===== src/rtl/accu_pkg.sv =====
// Shared definitions for the accumulator front-end: debounce FSM state
// encodings (also shown on the LEDs) and the press counter width.
package accu_pkg;

    localparam int PRESS_CNT_W = 8;

    localparam logic [1:0] COND_IDLE         = 2'd0;
    localparam logic [1:0] COND_PRESS_WAIT   = 2'd1;
    localparam logic [1:0] COND_HELD         = 2'd2;
    localparam logic [1:0] COND_RELEASE_WAIT = 2'd3;

endpackage


===== src/rtl/sync_2ff.sv =====
// Two-flop synchroniser for a single asynchronous input bit.
// The output clears to 0 while reset is asserted.
module sync_2ff (
    input  logic clk,
    input  logic reset,
    input  logic d,
    output logic q
);

    logic meta;

    // NOTE: sequential state uses non-blocking assignments, so q takes the old meta and forms a real second stage.
    always_ff @(posedge clk or negedge reset) begin
        if (!reset) begin
            meta <= 1'b0;
            q    <= 1'b0;
        end else begin
            meta <= d;
            q    <= meta;
        end
    end

endmodule


===== src/rtl/accu_input_conditioner.sv =====
// Synchronises and debounces the "next" button and the "in" switch.
// Emits one registered strobe per accepted press, with the in bit captured at that edge.
module accu_input_conditioner
    import accu_pkg::*;
#(
    parameter  int DEBOUNCE_CYCLES = 500000,
    localparam int CNT_W           = $clog2(DEBOUNCE_CYCLES) + 1
) (
    input  logic                   clk,
    input  logic                   reset,
    input  logic                   next_btn,
    input  logic                   in_sw,
    output logic                   next_pulse,
    output logic                   in_bit,
    output logic [PRESS_CNT_W-1:0] press_count,
    output logic [1:0]             cond_state
);

    localparam logic [CNT_W-1:0] CNT_LAST = CNT_W'(DEBOUNCE_CYCLES - 1);

    logic             next_s;
    logic             in_s;
    logic [1:0]       state;
    logic [1:0]       state_nxt;
    logic [CNT_W-1:0] cnt;
    logic [CNT_W-1:0] cnt_nxt;
    logic             cnt_done;
    logic             accept;

    sync_2ff u_sync_next (.clk(clk), .reset(reset), .d(next_btn), .q(next_s));
    sync_2ff u_sync_in   (.clk(clk), .reset(reset), .d(in_sw),    .q(in_s));

    assign cnt_done = (cnt == CNT_LAST);

    // State register plus the registered outputs
    always_ff @(posedge clk or negedge reset) begin
        if (!reset) begin
            state       <= COND_IDLE;
            cnt         <= '0;
            next_pulse  <= 1'b0;
            in_bit      <= 1'b0;
            press_count <= '0;
        end else begin
            state      <= state_nxt;
            cnt        <= cnt_nxt;
            next_pulse <= accept;
            if (accept) begin
                in_bit      <= in_s;
                press_count <= press_count + PRESS_CNT_W'(1);
            end
        end
    end

    // NOTE: defaults first so every path assigns state_nxt/cnt_nxt and no latch is inferred.
    always_comb begin
        state_nxt = state;
        cnt_nxt   = cnt;
        case (state)
            COND_IDLE: begin
                if (next_s) begin
                    state_nxt = COND_PRESS_WAIT;
                    cnt_nxt   = '0;
                end
            end
            COND_PRESS_WAIT: begin
                if (!next_s) begin
                    state_nxt = COND_IDLE;
                    cnt_nxt   = '0;
                end else if (cnt_done) begin
                    state_nxt = COND_HELD;
                    cnt_nxt   = '0;
                end else begin
                    cnt_nxt = cnt + CNT_W'(1);
                end
            end
            COND_HELD: begin
                if (!next_s) begin
                    state_nxt = COND_RELEASE_WAIT;
                    cnt_nxt   = '0;
                end
            end
            COND_RELEASE_WAIT: begin
                // A release bounce returns to HELD without producing a pulse
                if (next_s) begin
                    state_nxt = COND_HELD;
                    cnt_nxt   = '0;
                end else if (cnt_done) begin
                    state_nxt = COND_IDLE;
                    cnt_nxt   = '0;
                end else begin
                    cnt_nxt = cnt + CNT_W'(1);
                end
            end
        endcase
    end

    always_comb begin
        accept     = (state == COND_PRESS_WAIT) && next_s && cnt_done;
        cond_state = state;
    end

endmodule

===== config.mk =====
export PLATFORM = sky130hd
export DESIGN_NAME = accu_input_conditioner
export DESIGN_NICKNAME = d
export VERILOG_FILES = /design/src/rtl/accu_pkg.sv /design/src/rtl/sync_2ff.sv /design/src/rtl/accu_input_conditioner.sv
export SDC_FILE = /design/constraint.sdc
export NUM_CORES = 1
export LEC_CHECK = 0
export ABC_CLOCK_PERIOD_IN_PS = 3790
export BUFFER_PORTS_ARGS = -buffer_cell sky130_fd_sc_hd__buf_2
export CAP_MARGIN = 40
export CORE_MARGIN = 2
export CORE_UTILIZATION = 63
export DETAILED_ROUTE_END_ITERATION = 8
export PLACE_DENSITY_LB_ADDON = 0.1
export SLEW_MARGIN = 15
export SYNTH_ARGS = -nofsm -noshare
export SYNTH_HDL_FRONTEND = slang
export SYNTH_SLANG_ARGS = --single-unit

===== constraint.sdc =====
create_clock -name clk -period 3.79 [get_ports clk]
set_clock_uncertainty 0.05 [all_clocks]
set_input_delay 1.137 -clock clk [delete_from_list [all_inputs] [get_ports clk]]
set_output_delay 1.137 -clock clk [all_outputs]
set_load 0.05 [all_outputs]

# Word level (Yosys, flattened, before mapping)
# Cells that the tools add are included.
[op_classes] n_mux=13 n_eq_ne=8 n_reduce_logical=5 add_sub_neg=2
[ops] op="20-bit 2-to-1 mux" n=5
[ops] op="20-bit one-hot mux with 4 select lines" n=1
[ops] op="20-bit by 1-bit adder with 20-bit output (second input constant)" n=1
[ops] op="20-bit by 19-bit equality test with 1-bit output (second input constant)" n=1
[ops] op="2-bit 2-to-1 mux" n=6
[ops] op="8-bit by 1-bit adder with 8-bit output (second input constant)" n=1
[ops] op="2-bit one-hot mux with 4 select lines" n=1
[ops] op="2-bit equality test (second input constant)" n=2
[ops] op="4-bit AND reduction" n=1
[ops] op="3-bit by 2-bit inequality test with 1-bit output (second input constant)" n=1
[ops] op="3-bit inequality test (second input constant)" n=1
[ops] op="2-bit by 1-bit equality test with 1-bit output (second input constant)" n=1
[ops] op="1-bit logical AND" n=2
[ops] op="2-bit logical NOT" n=1
[ops] op="2-bit by 1-bit inequality test with 1-bit output (second input constant)" n=1
[ops] op="2-bit inequality test (second input constant)" n=1
[ops] op="2-bit AND reduction" n=1
[totals] out_inout_bits=12 word_cells=37 reg_bits=36

# Longest topological paths before layout
[depth] ltp_word=4 mapped_depth=7 ltp_nobuf=6

# Hierarchy
# A second synthesis with hierarchy kept.
[hier_totals] cells_unflattened=173 hier_area_um2=1786.7
[by_module_without_submodules] module="accu_input_conditioner" area_each_um2=1686.6 n_inst=1 cells_each=169
[by_module_without_submodules] module="sync_2ff" area_each_um2=50.0 n_inst=2 cells_each=2

# Worst setup path after synthesis
# Ideal clock, no wire load.
[synth_path] kind="reg-to-reg" from="reg (tool-made name)" to="reg cnt[13]" required_ps=3658 setup_ps=82 synth_period_minus_slack_ps=1994 n_path_buf=2 stages_incl_launch_ff=8 t_arrival_ps=1862 slack_ps=1796 path_cell_list="dfrtp_1 > xor2_1 > and2_1 > clkbuf_1 > o21a_1 > buf_2 > o21ai_0 > a31oi_1"
[synth_lines] item="end signal, assigned" line="accu_input_conditioner.sv:45" text="cnt <= cnt_nxt;"
[synth_lines] item="end, declared" line="accu_input_conditioner.sv:25" text="logic [CNT_W-1:0] cnt;"

# Worst setup path in the final report
[layout_path] from="reg state[0], in the netlist cond_state[0]" to="out cond_state[0]"
[layout_lines] item="start, declared" line="accu_input_conditioner.sv:23" text="logic [1:0] state;"
[layout_lines] item="start signal, assigned" line="accu_input_conditioner.sv:44" text="state <= state_nxt;"
[layout_lines] item="end, declared" line="accu_input_conditioner.sv:16" text="output logic [1:0] cond_state"
# No word-level cell between the ends.

==> run metrics <==
status=complete, no violations; Design Area, Final=1960 µm²; die area=~3300 µm²; critical path class=flop to primary output; vias in the first global route=~1400; sequential fraction of the synthesis area=49.4%; nets=~210; Antenna Cells=0; crit path max fanout=8; clock root buffer=clkbuf_4; slew margin rel.=between 40% and 50%; Setup TNS=0 ns; Total Routing Usage GR=23.6%; slew at the pin with the worst max-slew slack=0.795 ns; Worst-path clk slew=0.12 ns; share of cells above drive strength 1=15.3%; Final period util=61.1%; Post-Syn Nets=200; synth top area cells=dfrtp_1 49%, nand3_1 4.7%, nand2_1 4.3%; antenna violations before repair=0; sequential cell area=901 µm²; largest net degree at the start of global routing=37; startpoint class of the critical path=flop; synth cell count leaders=36 x dfrtp_1, 21 x nand2_1, 17 x nand3_1, 14 x a21oi_1, 14 x o21ai_0; RSZ-0062 raised after global routing=false; Buf+Inv Stages, Crit Path=1; port bufs=15; Most Crowded Layer GR=met2; GR Util met3=6.47%; Remaining DRCs=0; Cell Area, Placed=roughly 1900 µm²; crit-path max cell delay=0.47 ns; Final setup viols=0; VDD IR-drop max=0.411 mV; floorplan core area=2760 µm²; H-tree depth=2; Tot Pwr=between 0.0009 and 0.001 W; Synth Instances=194; Cell variety after synth=38; HPWL Detailed=2.52 mm; first-pass GRT wire length=~6.0 mm; grt met2 use=35.9%; Initial Utilization=66.1%; area grow syn2layout=7.55%; post-CTS setup buffers=0; Final ANT Viol Nets=0; # IOs=16; area of the multi-input gates=847 µm²; WL final=3.51 mm; post-synthesis register bit count=36; crit-path cells=buf_2; # Max-Cap Violations=0; Final Core Density=71.1%; clock latency on the worst-skew pair=0.35 ns; Vias/cell=between 6 and 7; critical path data required time=2.60 ns; crit path DAT=1.13 ns; chip width=57.8 µm; Hold Fails Final Rpt=0; area share of the largest cell type after synthesis=49.4%; Crit path max-delay family=flip-flops; minimum clock period=2.31 ns; GRT overflow=0; Clock Path Buffers=2; initial DRC count=49; post-cts resize count=0; Clock Sinks=36; Power Dens Cells=476 nW/µm²; Slew Limit Fails=0; top_reg_cell synth=dfrtp_1; GR Util met1=32.0%; CTS tree=built; mean post-synth cell area=9.40 µm²; die height=57.8 µm; fmax=432 MHz; cts bufs inserted=5; Final Wtd Congestion=0.875; worst min path class=flop to flop; wire per inst=14.6 µm; P_leak=0.866 nW; via count=between 1000 and 1500; mapped cell area=between 1500 and 2000 µm²; TritonRoute pass-1 iters=4; number of flops mapped to enable cells by yosys=0; Fill cells=208; Ys Warns=0; share of synthesized registers carrying an async set or reset=100%; Synth area leader=dfrtp_1; # hold bufs at CTS=0; Cell Rows=19; most common cell in the netlist=dfrtp_1; crit end category=primary output; Critical-path top delay cell=dfrtp_1
## layout by cell type (no fill, tap or decap), drive strengths merged, types with 4 or more instances in the layout
master,instances
nor2,12
nand3,17
clkbuf,5
buf,16
xor2,9
a21oi,14
nand2,21
nor4,4
nor3,7
mux2i,5
nand4,9
dfrtp,36
inv,8
or3,5
o21ai,15
## flip-flops by register name, indices dropped and copies added (netlist names), named ones only
name and flops:
in_bit 1, u_sync_in.meta 1, u_sync_in.q 1, press_count 8, u_sync_next.meta 1, u_sync_next.q 1
cond_state 1, next_pulse 1, cnt 20
## per-stage QoR
stage	hold WS (ns)	std cells	worst slack (ns)
after CTS	0.318	240	1.47
final	0.317	240	1.48
after detailed placement	0.290	232	1.62
after global routing	0.330	240	1.41
after floorplan	0.281	194	1.80
after global placement	0.290	232	1.69
## worst paths after layout
path                                  start             end  slack (ns)  depth (start not counted)
min                        u_sync_next.meta   u_sync_next.q        0.32                          0
max                           cond_state[0]   cond_state[0]        1.48                          1
max in group asynchronous             reset         cnt[14]        2.42                          1
min reg2reg                u_sync_next.meta   u_sync_next.q        0.32                          0
min in group asynchronous             reset  press_count[4]        0.79                          1
max reg2reg                          cnt[0]         cnt[13]        1.54                          6
## report_power, final
| part | total, W | switching [W] | internal [W] |
|---|---|---|---|
| combinational | 0.000286 | 0.000206 | 0.0000796 |
| clock | 0.000210 | 0.000137 | 0.0000729 |
| sequential | 0.000437 | 0.0000296 | 0.000408 |
| total | 0.000933 | 0.000373 | 0.000560 |
## area by class of cell
cell class / count / share of cell area (%)
clock buffers: 5 / 1.91
clock inverters: 3 / 1.21
inverters: 8 / 1.53
multi-input cells: 141 / 43.2
flip-flops and latches: 36 / 45.9
well taps: 31 / 1.98
repair buffers: 16 / 4.21
## routing by layer
metal	part of all wire (%)	routed length, µm
met5	0	0
met4	1.5	53
met3	4.4	153
met2	46	1620
met1	48	1680
## cells by family after synthesis
| group | after synthesis | share of synthesized area (%) |
|---|---|---|
| mux | 7 | 3.98 |
| compound gates | 35 | 10.6 |
| buf+inv | 17 | 4.12 |
| simple gates | 88 | 26.2 |
| xor+xnor | 9 | 4.32 |
| flops | 36 | 49.4 |
| fa+ha+maj | 2 | 1.37 |
(Power assumes the default switching activity.)
